File: src/rtl/sc_dmem_arbiter_if.sv
// rtl/sc_dmem_arbiter_if.sv - one requester port of the data-memory arbiter
// master = requester (CPU or DMA), slave = arbiter.
interface sc_dmem_arbiter_if #(
    parameter int AW = 32,
    parameter int DW = 32
);
    logic          req;
    logic          we;
    logic          lock;
    logic [AW-1:0] addr;
    logic [DW-1:0] wdata;
    logic          gnt;
    logic [DW-1:0] rdata;

    modport master (
        output req, we, lock, addr, wdata,
        input  gnt, rdata
    );

    modport slave (
        input  req, we, lock, addr, wdata,
        output gnt, rdata
    );
endinterface

File: src/rtl/sc_dmem_arbiter.sv
// rtl/sc_dmem_arbiter.sv - round-robin arbiter with bus lock and starvation guard
// Shares one async-read data memory between port 0 (CPU) and port 1 (DMA/debug).
module sc_dmem_arbiter #(
    parameter int AW       = 32,
    parameter int DW       = 32,
    parameter int MAX_WAIT = 8
) (
    input  logic              clk,
    input  logic              clr,
    sc_dmem_arbiter_if.slave  p0,
    sc_dmem_arbiter_if.slave  p1,
    output logic [AW-1:0]     mem_addr,
    output logic [DW-1:0]     mem_datain,
    output logic              mem_we,
    input  logic [DW-1:0]     mem_dataout,
    output logic [1:0]        owner
);
    localparam int WW = $clog2(MAX_WAIT + 1);
    localparam logic [WW-1:0] WMAX = WW'(MAX_WAIT);

    typedef enum logic [1:0] {
        NONE = 2'b00,
        OWN0 = 2'b01,
        OWN1 = 2'b10
    } own_t;

    own_t          state;
    logic          ptr;
    logic [WW-1:0] wait0;
    logic [WW-1:0] wait1;
    logic          g0;
    logic          g1;
    logic          brk;

    // Starvation break outranks the lock; a released owner falls back to round-robin.
    always_comb begin
        g0  = 1'b0;
        g1  = 1'b0;
        brk = 1'b0;
        if (!clr) begin
            if (state == OWN0 && p1.req && wait1 == WMAX) begin
                g1  = 1'b1;
                brk = 1'b1;
            end else if (state == OWN1 && p0.req && wait0 == WMAX) begin
                g0  = 1'b1;
                brk = 1'b1;
            end else if (state == OWN0 && p0.req) begin
                g0 = 1'b1;
            end else if (state == OWN1 && p1.req) begin
                g1 = 1'b1;
            end else if (p0.req && p1.req) begin
                g0 = ~ptr;
                g1 = ptr;
            end else begin
                g0 = p0.req;
                g1 = p1.req;
            end
        end
    end

    always_comb begin
        mem_addr   = '0;
        mem_datain = '0;
        if (g1) begin
            mem_addr   = p1.addr;
            mem_datain = p1.wdata;
        end else if (!clr) begin
            mem_addr   = p0.addr;
            mem_datain = p0.wdata;
        end
    end

    assign mem_we   = (g0 & p0.we) | (g1 & p1.we);
    assign p0.gnt   = g0;
    assign p1.gnt   = g1;
    assign p0.rdata = mem_dataout;
    assign p1.rdata = mem_dataout;
    assign owner    = state;

    always_ff @(posedge clk or posedge clr) begin
        if (clr) begin
            state <= NONE;
            ptr   <= 1'b0;
            wait0 <= '0;
            wait1 <= '0;
        end else begin
            // A starvation winner never inherits ownership, so the old owner re-arbitrates.
            if (g0) begin
                ptr   <= 1'b1;
                state <= (p0.lock && !brk) ? OWN0 : NONE;
            end else if (g1) begin
                ptr   <= 1'b0;
                state <= (p1.lock && !brk) ? OWN1 : NONE;
            end else begin
                state <= NONE;
            end

            if (p0.req && !g0)
                wait0 <= (wait0 == WMAX) ? wait0 : wait0 + 1'b1;
            else
                wait0 <= '0;

            if (p1.req && !g1)
                wait1 <= (wait1 == WMAX) ? wait1 : wait1 + 1'b1;
            else
                wait1 <= '0;
        end
    end
endmodule

File: src/flat_wrapper.sv
// flat-port wrapper written by rule: the top's interface ports become plain ports
module sc_dmem_arbiter_flat 
#(
    parameter int AW       = 32,
    parameter int DW       = 32,
    parameter int MAX_WAIT = 8
)
  (clk, clr, mem_addr, mem_datain, mem_we, mem_dataout, owner, p0_req, p0_we, p0_lock, p0_addr, p0_wdata, p0_gnt, p0_rdata, p1_req, p1_we, p1_lock, p1_addr, p1_wdata, p1_gnt, p1_rdata);
  sc_dmem_arbiter_if #(.AW(AW), .DW(DW)) p0_i ();
  sc_dmem_arbiter_if #(.AW(AW), .DW(DW)) p1_i ();
  input  logic clk;
  input  logic clr;
  output logic [AW-1:0] mem_addr;
  output logic [DW-1:0] mem_datain;
  output logic mem_we;
  input  logic [DW-1:0] mem_dataout;
  output logic [1:0] owner;
  input wire logic [$bits(p0_i.req)-1:0] p0_req;
  input wire logic [$bits(p0_i.we)-1:0] p0_we;
  input wire logic [$bits(p0_i.lock)-1:0] p0_lock;
  input wire logic [$bits(p0_i.addr)-1:0] p0_addr;
  input wire logic [$bits(p0_i.wdata)-1:0] p0_wdata;
  output wire logic [$bits(p0_i.gnt)-1:0] p0_gnt;
  output wire logic [$bits(p0_i.rdata)-1:0] p0_rdata;
  input wire logic [$bits(p1_i.req)-1:0] p1_req;
  input wire logic [$bits(p1_i.we)-1:0] p1_we;
  input wire logic [$bits(p1_i.lock)-1:0] p1_lock;
  input wire logic [$bits(p1_i.addr)-1:0] p1_addr;
  input wire logic [$bits(p1_i.wdata)-1:0] p1_wdata;
  output wire logic [$bits(p1_i.gnt)-1:0] p1_gnt;
  output wire logic [$bits(p1_i.rdata)-1:0] p1_rdata;
  assign p0_i.req = p0_req;
  assign p0_i.we = p0_we;
  assign p0_i.lock = p0_lock;
  assign p0_i.addr = p0_addr;
  assign p0_i.wdata = p0_wdata;
  assign p0_gnt = p0_i.gnt;
  assign p0_rdata = p0_i.rdata;
  assign p1_i.req = p1_req;
  assign p1_i.we = p1_we;
  assign p1_i.lock = p1_lock;
  assign p1_i.addr = p1_addr;
  assign p1_i.wdata = p1_wdata;
  assign p1_gnt = p1_i.gnt;
  assign p1_rdata = p1_i.rdata;
  sc_dmem_arbiter #(.AW(AW), .DW(DW), .MAX_WAIT(MAX_WAIT)) u_core (.clk(clk), .clr(clr), .p0(p0_i), .p1(p1_i), .mem_addr(mem_addr), .mem_datain(mem_datain), .mem_we(mem_we), .mem_dataout(mem_dataout), .owner(owner));
endmodule
File: config.mk
export PLATFORM = sky130hd
export DESIGN_NAME = sc_dmem_arbiter_flat
export DESIGN_NICKNAME = d
export VERILOG_FILES = /design/src/rtl/sc_dmem_arbiter_if.sv /design/src/rtl/sc_dmem_arbiter.sv /design/src/flat_wrapper.sv
export SDC_FILE = /design/constraint.sdc
export NUM_CORES = 1
export LEC_CHECK = 0
export ABC_AREA = 1
export BUFFER_PORTS_ARGS = -buffer_cell sky130_fd_sc_hd__buf_2
export CAP_MARGIN = 20
export CELL_PAD_IN_SITES_DETAIL_PLACEMENT = 0
export CELL_PAD_IN_SITES_GLOBAL_PLACEMENT = 2
export CORE_ASPECT_RATIO = 1.2
export CORE_UTILIZATION = 13
export CTS_CLUSTER_SIZE = 20
export DETAILED_ROUTE_END_ITERATION = 8
export HOLD_SLACK_MARGIN = 0.03
export PLACE_DENSITY_LB_ADDON = 0.1
export SYNTH_ARGS = -nofsm -noshare
export SYNTH_HDL_FRONTEND = slang
export SYNTH_SLANG_ARGS = --single-unit
File: constraint.sdc
create_clock -name clk -period 1.95 [get_ports clk]
set_input_delay 0.0975 -clock clk [delete_from_list [all_inputs] [get_ports clk]]
set_output_delay 0.0975 -clock clk [all_outputs]
set_load 0.02 [all_outputs]
==> results.toml, run 1 <==
[hold_path]
hold_path_class = "in2reg"
hp-start = "p0_lock"

[layout]
final_net_count = 687
regArea_um2 = 277
layout.filler_cells = 1897
multi_input_comb_area_um2 = 1490
drive_above_1_share = 0.589
diodes = 0
area_growth_pct = 78.5
finish.instance_area_um2 = 4000
finalCoreUtilization = 0.238
number_of_non_filler_instances_in_the_completed_layout = 730

[clock_network]
cts_num_sinks = 11
number_of_clock_buffers_inserted_by_tritoncts = 3
clk-insertion-delay-late_ns = 0.24
ctsHoldBuffers = 0
cts_tree = "built"
clockRootBuffer = "sky130_fd_sc_hd__clkbuf_16"
cts_buffer_depth = 2
cts.htree.levels = 1
clkTransAtPathRegs_ns = 0.05

[placement]
placed_cells_incl_taps = 709
count_of_port_buffers_added_during_placement = 204
placed_area_um2 = 3080
gp_congestion = 0.705
post-place-ws_ns = 0.0748
hpwl_mm = 7.25

[setup_path]
timing.rr.start = "u_core.wait0[1]"
setup.worst_path.class = "reg2out"
rrSetupSlack_ns = 0.13
timing.critical_path.from = "u_core.wait0[1]"
startpoint_type = "register"
timing.critical_path.to_type = "output port"
timing.critical_path.fanout_max = 6
timing.critical_path.arrival_ns = 1.95
timing.critical_path.required_ns = 1.85

[global_route]
grt_start_max_net_pins = 51
track_usage = 0.104
grt_pass1_vias = 2905
global_route.overflow_total = 0
initial_antenna_violation_count = 0
grt_first_pass_wirelength_mm = 14.6

[sta]
timing_hold_violations_final = 0
worst_case_hold_slack_ns = 0.0663
clock.fmax_mhz = 488
setup_slack_ns = -0.0996
rsz0062_at_grt = "yes"
final-setup-viol-count = 48
worst_slew_pin_slew_ns = 0.397
final_min_period_over_clock_period = 1.05
timing.final.max_slew_violations = 0
fin_worst_skew_ns = 0.00625
fin_tns_setup_ns = -2.06
maxSlewHeadroom = 0.735
layout_min_cycle_time_ns = 2.05

[synthesis]
yosysSeqAreaShare = 0.123
cell_area_after_synthesis_um2 = 2240
avgSynthCellArea_um2 = 6.09
yosysUniqueCellTypes = 23
synth_fp_nets = 540
synth-warning-count = 0
postSynthRegisterBits = 11
post_synthesis_cell_count = 368

[outcome]
violations_in_the_final_reports = "negative setup slack"
outcome = "finished, violations left"

[floorplan]
chipWidth_um = 122
die_h_um = 146
io_pins = 301
die-area_um2 = 17800
num_rows = 52
start_util = 0.133
core_um2 = 16900

[pwr]
static_leakage_nw = 2.12
total_power_mw = 1.77
peakVddDrop_uv = 168
power-per-cell-area_nw_per_um2 = 442

[job]
cap_violations = 0

[detailed_routing]
antenna_violating_nets_left = 0
drt_iter0_markers = 57
dr_total_vias = 2895
drc = 0
wl_per_cell_um = 14.0
routed_via_density = 3.97
drt_wl_total_mm = 10.2
drt-pass1-iter-count = 4
[layout make-up]
| type | count | share of cell area |
|---|---|---|
| Multi-Input combinational cell | 250 | 0.372 |
| Sequential cell | 11 | 0.0691 |
| Timing Repair Buffer | 233 | 0.452 |
| Inverter | 16 | 0.0194 |
| Clock buffer | 3 | 0.0188 |
| Tap cell | 216 | 0.0675 |
| Clock inverter | 1 | 0.00125 |
[kinds of logic after synthesis]
| kind of cell | count (synthesis) | share of synthesized area |
|---|---|---|
| xor gates and xnor gates | 6 | 0.0234 |
| buffers and inverters | 107 | 0.314 |
| and+or+nand+nor | 239 | 0.515 |
| AOI/OAI and AO/OA | 1 | 0.00223 |
| DFF | 11 | 0.123 |
| adders and majority gates | 4 | 0.0223 |
[sequential cells by signal, indices dropped and copies added, names as in the netlist]
signal	flops
u_core.owner	2
u_core.ptr	1
u_core.wait0	4
u_core.wait1	4
[what timing repair did]
action / CTS / global route
resized for setup: 121 / 68
pin swaps: 1 / 28
gates cloned: 2 / 4
setup buffers: 9 / 6
setup endpoints to repair: 66 / 66
[placed cells by master, fill, tap and decap left out, drive strengths merged, types with 2 or more instances in the layout]
master	n
buf	231
nand3	137
nand2	83
nor2	17
inv	15
dfrtp	11
xor2	6
clkbuf	5
ha	4
clkinv	2
[synthesized netlist by cell type (all sizes together)]
cell type  instances  area share
nand3            137        0.33
nand2             83        0.15
buf               82        0.27
nor2              17       0.031
inv               15       0.026
dfrtp             11        0.12
clkbuf             9       0.015
xor2               6       0.023
ha                 4       0.022
and2               1      0.0028
clkinv             1      0.0017
nor3               1      0.0022
o21ai              1      0.0022
[path summary, 6_finish.rpt]
path / end / cells after the start
max: mem_datain[30] / 13
min: u_core.owner[0] / 3
max reg2reg: u_core.wait1[3] / 13
min reg2reg: u_core.ptr / 2
max in group asynchronous: u_core.wait1[3] / 3
min in group asynchronous: u_core.owner[0] / 3
[critical path: stages, from the launching register on]
cell                       delay [ns]
sky130_fd_sc_hd__dfrtp_1         0.39
sky130_fd_sc_hd__inv_2           0.08
sky130_fd_sc_hd__ha_4            0.13
sky130_fd_sc_hd__nand2_2         0.06
sky130_fd_sc_hd__nor2_4          0.12
sky130_fd_sc_hd__nand3_2         0.11
sky130_fd_sc_hd__nand2_4         0.11
sky130_fd_sc_hd__nand2_8         0.09
sky130_fd_sc_hd__clkinv_8        0.09
sky130_fd_sc_hd__buf_12          0.12
sky130_fd_sc_hd__buf_16          0.13
sky130_fd_sc_hd__nand3_2         0.06
sky130_fd_sc_hd__nand2_1         0.09
sky130_fd_sc_hd__buf_6           0.12
[where the power goes]
group	switching, mW	leakage (nW)	internal, mW	total [mW]
Sequential	0.0112	0.145	0.244	0.255
Combinational	0.589	1.93	0.547	1.14
Clock	0.108	0.0409	0.272	0.380
[layer usage]
metal | vias up | wire length [um] | track usage
met2 | 136 | 5600 | 0.202
met1 | 1311 | 3700 | 0.107
met3 | 13 | 804 | 0.0266
li1 | 1435 | - | -
met4 | 0 | 104 | 0.0272
met5 | - | 0 | 0
Note: power is estimated with default switching activity, not from simulation.
==> run 2, diff against run 1 <==
--- a/config.mk
+++ b/config.mk
@@ -10,7 +10,7 @@
 export CAP_MARGIN = 20
 export CELL_PAD_IN_SITES_DETAIL_PLACEMENT = 0
 export CELL_PAD_IN_SITES_GLOBAL_PLACEMENT = 2
-export CORE_ASPECT_RATIO = 1.2
+export CORE_ASPECT_RATIO = 1.4
 export CORE_UTILIZATION = 13
 export CTS_CLUSTER_SIZE = 20
 export DETAILED_ROUTE_END_ITERATION = 8
==> run 2 against run 1 <==
Effect of this change: first-iteration DRC count grew 21%; final cell count shrank 1.1%; the run still ends with negative setup slack left; largest cell class unchanged; non-clock buffer count grew 5; critical path depth shrank 1; register-to-register slack gained 0.19 ns; clock power grew 2%; largest power group unchanged; via count grew 1.1%; global-route usage grew 1.3 points; clock-buffer cell count grew 1; flip-flop and latch count is the same.
==> results.toml, run 2 (synthesis gave the netlist of run 1 again) <==
[detailed_routing]
wl_per_cell_um = 15.9
drc = 0
drt_iter0_markers = 69
drt_wl_total_mm = 11.5
routed_via_density = 4.05
drt-pass1-iter-count = 4
antenna_violating_nets_left = 0
dr_total_vias = 2926

[floorplan]
die_h_um = 157
chipWidth_um = 113
start_util = 0.133
io_pins = 301
core_um2 = 16800
die-area_um2 = 17800
num_rows = 56

[setup_path]
crit_path_cell_trace = "inv_2 -> ha_4 -> nand2_4 -> nor2_4 -> nand3_4 -> nand2_4 -> nand2_8 -> buf_12 -> buf_16 -> nand3_1 -> nand2_1 -> buf_6"
setup.worst_path.class = "reg2out"
timing.rr.start = "u_core.wait0[1]"
ff2ff_path_depth = 11
timing.critical_path.arrival_ns = 1.92
critical-path-top-cell-by-count = "sky130_fd_sc_hd__nand2_4"
worst_stage_delay_on_the_critical_path_ns = 0.39
crit_slowest_cell = "sky130_fd_sc_hd__dfrtp_1"
rrSetupSlack_ns = 0.32
timing.critical_path.fanout_max = 7
timing.critical_path.to_type = "output port"
timing.critical_path.required_ns = 1.85
endpoint_of_the_worst_register_to_register_path = "u_core.wait1[3]"
startpoint_type = "register"

[layout]
diodes = 0
final_net_count = 692
mostFrequentLayoutCells = "sky130_fd_sc_hd__buf_2, sky130_fd_sc_hd__nand3_1, sky130_fd_sc_hd__nand2_1"
layout_commonest_cell = "sky130_fd_sc_hd__buf_2"
drive_above_1_share = 0.566
number_of_non_filler_instances_in_the_completed_layout = 722
layout.filler_cells = 1933
finish.instance_area_um2 = 3950
area_growth_pct = 76.1

[hold_path]
hold_path_class = "in2async"

[placement]
placed_area_um2 = 3010
gp_congestion = 0.681
placed_cells_incl_taps = 693
count_of_port_buffers_added_during_placement = 204
hpwl_mm = 7.55

[clock_network]
cts_num_sinks = 11
clkTransAtPathRegs_ns = 0.05
clockRootBuffer = "sky130_fd_sc_hd__clkbuf_16"
cts.htree.levels = 1
number_of_clock_buffers_inserted_by_tritoncts = 3
cts_buffer_depth = 2
clk-insertion-delay-late_ns = 0.24
ctsHoldBuffers = 0
cts_tree = "built"

[sta]
setup_slack_ns = -0.0633
final_min_period_over_clock_period = 1.03
maxSlewHeadroom = 0.791
layout_min_cycle_time_ns = 2.01
final-setup-viol-count = 63
clock.fmax_mhz = 497
timing.final.max_slew_violations = 0
fin_tns_setup_ns = -1.78
fin_worst_skew_ns = 0.00514
worst_slew_pin_slew_ns = 0.314
timing_hold_violations_final = 0
rsz0062_at_grt = "yes"

[pwr]
flop_pwr_share = 0.142
combPwrFrac = 0.643
static_leakage_nw = 2.16
power-per-cell-area_nw_per_um2 = 457
internal_power_mw = 1.07
peakVddDrop_uv = 128
netSwitchingFraction = 0.404
p_sw_mw = 0.728
power.share.clock = 0.215
total_power_mw = 1.80

[global_route]
grt_pass1_vias = 2767
global_route.overflow_total = 0
grt_first_pass_wirelength_mm = 15.5
track_usage = 0.117
initial_antenna_violation_count = 0
grt_start_max_net_pins = 61

[outcome]
violations_in_the_final_reports = "negative setup slack"
outcome = "finished, violations left"

[job]
cap_violations = 0
==> run 2: changes by cell type in the layout (fill, tap and decap cells not counted), sizes merged <==
cell    change
buf         +5
clkbuf      +1
clkinv      -1
==> run 2: what timing repair did <==
| action | CTS | global route |
|---|---|---|
| gates cloned | 8 | 2 |
| setup buffers | 12 | 4 |
| endpoints found under the setup margin | 66 | 66 |
| pin swaps | 9 | 19 |
| gates resized for setup | 109 | 36 |
==> run 2: metrics by stage <==
step           worst slack, ns  hold WS (ns)   util
4_1_cts                -0.0771        0.0582  0.224
5_1_grt                 -0.162        0.0851  0.235
2_1_floorplan            0.287         0.212      -
3_3_place_gp            0.0790         0.195  0.179
3_5_place_dp            0.0814         0.195  0.179
6_report               -0.0633        0.0463  0.235
==> run 2: layout make-up <==
cell class,instances,area [um^2],area share
Clock buffer,4,78.8,0.0200
Multi-Input combinational cell,250,1430,0.363
Inverter,16,75.1,0.0190
Timing Repair Buffer,238,1830,0.463
Tap cell,203,254,0.0643
Sequential cell,11,277,0.0700
==> run 2: worst max-delay path by stage <==
stage / start / to / depth (start not counted)
after floorplan: u_core.wait0[0] / mem_datain[22] / 11
after global placement: u_core.wait1[0] / mem_addr[27] / 10
after detailed placement: u_core.wait1[0] / mem_addr[27] / 10
after CTS: u_core.wait0[1] / mem_datain[10] / 13
after global routing: u_core.wait0[1] / mem_addr[2] / 12
final: u_core.wait0[1] / mem_addr[27] / 12
==> run 2: power by group through the flow <==
stage	combinational (mW)	clock (mW)	sequential [mW]
after floorplan	0.660	0	0.258
after CTS	1.13	0.404	0.255
after global routing	1.25	0.415	0.258
final	1.16	0.388	0.257
after global placement	0.817	0	0.259
after detailed placement	0.809	0	0.260
==> run 2: worst max-delay path: cells and delay by family (launching register included) <==
family	cells	cell delay [ns]
buffers and inverters	4	0.52
AND/OR/NAND/NOR	7	0.63
adder cells (fa/ha/maj)	1	0.14
flip-flops	1	0.39
==> run 2: per-layer routing <==
layer	vias up	share of wire	track usage
met3	25	0.044	0.0162
met4	0	0.012	0.0288
met1	1347	0.33	0.107
met2	101	0.62	0.261
met5	-	0	0
li1	1453	-	-
==> run 3, diff against run 2 <==
--- a/config.mk
+++ b/config.mk
@@ -12,10 +12,12 @@
 export CELL_PAD_IN_SITES_GLOBAL_PLACEMENT = 2
 export CORE_ASPECT_RATIO = 1.4
 export CORE_UTILIZATION = 13
+export CTS_BUF_LIST = sky130_fd_sc_hd__clkbuf_16
 export CTS_CLUSTER_SIZE = 20
 export DETAILED_ROUTE_END_ITERATION = 8
 export HOLD_SLACK_MARGIN = 0.03
 export PLACE_DENSITY_LB_ADDON = 0.1
+export RECOVER_POWER = 100
 export SYNTH_ARGS = -nofsm -noshare
 export SYNTH_HDL_FRONTEND = slang
 export SYNTH_SLANG_ARGS = --single-unit
==> constraint.sdc (replaced) <==
create_clock -name clk -period 1.95 [get_ports clk]
set_input_delay 0.4875 -clock clk [delete_from_list [all_inputs] [get_ports clk]]
set_output_delay 0.4875 -clock clk [all_outputs]
set_load 0.02 [all_outputs]
==> run 3 against run 2 <==
Effect of this change: the run still ends with negative setup slack left; largest power group unchanged; clock skew about the same; sequential share of layout area decreased by 0.75 points; wire length fell by 4.6%; largest cell class unchanged.
==> results.toml, run 3 (synthesis gave the netlist of run 1 again) <==
[setup_path]
timing.critical_path.arrival_ns = 1.93
timing.rr.start = "u_core.wait0[1]"
timing.critical_path.fanout_max = 15
timing.critical_path.to_type = "output port"
timing.critical_path.from = "u_core.wait0[1]"
setup.worst_path.class = "reg2out"
timing.critical_path.required_ns = 1.46
startpoint_type = "register"

[placement]
hpwl_mm = 8.25
gp_congestion = 0.744
post-place-ws_ns = -0.240
count_of_port_buffers_added_during_placement = 204
placed_cells_incl_taps = 722
placed_area_um2 = 3570

[clock_network]
cts_buffer_depth = 2
number_of_clock_buffers_inserted_by_tritoncts = 3
clkTransAtPathRegs_ns = 0.05
cts.htree.levels = 1
clk-insertion-delay-late_ns = 0.24
cts_num_sinks = 11
cts_tree = "built"
clockRootBuffer = "sky130_fd_sc_hd__clkbuf_16"

[detailed_routing]
drt-pass1-iter-count = 4
route.layer.met1.wl_mm = 3.81
drt_wl_total_mm = 11.0
drc = 0
detailroute.wirelength.met3_um = 546
drt_iter0_markers = 76
wl_per_cell_um = 14.8
routed_via_density = 4.02
antenna_violating_nets_left = 0
dr_total_vias = 2978
dr_wl_met2_mm = 6.51
top_layer_used = "met4"

[layout]
drive_above_1_share = 0.729
diodes = 0
number_of_non_filler_instances_in_the_completed_layout = 741
area_growth_pct = 97.0
finish.instance_area_um2 = 4420
final_net_count = 711
layout_commonest_cell = "sky130_fd_sc_hd__buf_2"
mostFrequentLayoutCells = "sky130_fd_sc_hd__buf_2, sky130_fd_sc_hd__nand3_1, sky130_fd_sc_hd__nand2_2"

[sta]
clock.fmax_mhz = 414
maxSlewHeadroom = 0.652
layout_min_cycle_time_ns = 2.42
timing_hold_violations_final = 0
final_min_period_over_clock_period = 1.24
setup_slack_ns = -0.467
timing.final.max_slew_violations = 0
fin_tns_setup_ns = -28.92
fin_worst_skew_ns = 0.00500
final-setup-viol-count = 67
worst_slew_pin_slew_ns = 0.522
rsz0062_at_grt = "yes"

[floorplan]
die_h_um = 157
num_rows = 56
chipWidth_um = 113
core_um2 = 16800
die-area_um2 = 17800
io_pins = 301
start_util = 0.133

[pwr]
total_power_mw = 1.87
power-per-cell-area_nw_per_um2 = 423
peakVddDrop_uv = 203
static_leakage_nw = 2.25

[job]
cap_violations = 0

[global_route]
grt_pass1_vias = 2862
global_route.overflow_total = 0
grt_start_max_net_pins = 43
initial_antenna_violation_count = 0
grt_first_pass_wirelength_mm = 15.0
track_usage = 0.107

[outcome]
outcome = "finished, violations left"
violations_in_the_final_reports = "negative setup slack"

[hold_path]
hold_path_class = "in2async"
==> run 3: changes by cell type in the layout (fill, tap and decap cells not counted), sizes merged <==
| cell | delta |
|---|---|
| buf | +11 |
| clkbuf | +7 |
| clkinv | -1 |
| inv | +2 |
==> run 3: path summary, 6_finish.rpt <==
kind                       slack (ns)  cells after the start         endpoint
max                             -0.47                     12   mem_datain[14]
min                              0.42                      3  u_core.owner[1]
max reg2reg                      0.12                     13  u_core.wait1[3]
min reg2reg                      0.52                      2       u_core.ptr
max in group asynchronous        1.09                      3  u_core.wait0[2]
min in group clk                 0.46                      3  u_core.owner[1]
==> run 3: where the power goes <==
| part | leakage, nW | switching [mW] | internal (mW) | total, mW |
|---|---|---|---|---|
| Sequential | 0.145 | 0.0104 | 0.244 | 0.255 |
| Combinational | 2.07 | 0.637 | 0.600 | 1.24 |
| Clock | 0.0423 | 0.109 | 0.270 | 0.379 |
==> run 3: metal layers <==
layer,track usage,up-vias
met5,0,-
met4,0.0238,0
met3,0.0154,15
met2,0.226,98
met1,0.109,1373
li1,-,1492
==> run 3: final cells by class <==
class                      instances  area, um^2
multi-input combinational        250        1790
timing repair buffer             257        1950
clock buffer                       3        75.1
inverter                          16        70.1
tap                              203         254
fill                            1858       12400
sequential                        11         277
clock inverter                     1        3.75
==> run 3: worst max-delay path, stage by stage, from the launching register on <==
cell	delay [ns]
sky130_fd_sc_hd__dfrtp_1	0.39
sky130_fd_sc_hd__inv_2	0.09
sky130_fd_sc_hd__ha_4	0.13
sky130_fd_sc_hd__nand2_2	0.05
sky130_fd_sc_hd__nor2_4	0.12
sky130_fd_sc_hd__nand3_2	0.09
sky130_fd_sc_hd__nand2_2	0.10
sky130_fd_sc_hd__nand2_4	0.08
sky130_fd_sc_hd__buf_4	0.17
sky130_fd_sc_hd__clkbuf_16	0.18
sky130_fd_sc_hd__nand3_1	0.09
sky130_fd_sc_hd__nand2_2	0.04
sky130_fd_sc_hd__buf_4	0.15
==> run 3: per-stage QoR <==
| step | hold WS [ns] | util |
|---|---|---|
| detailed placement | 0.516 | 0.212 |
| CTS | 0.397 | 0.241 |
| finish | 0.423 | 0.263 |
| floorplan | 0.481 | - |
| global route | 0.453 | 0.263 |
| global placement | 0.501 | 0.212 |
==> run 3: repair_timing <==
action | in CTS | in global routing
buffers inserted | 6 | 5
cloned | 1 | 4
pin swaps | 1 | 28
resized for setup | 100 | 55
endpoints found under the setup margin | 67 | 67
hold buffers | 0 | 0
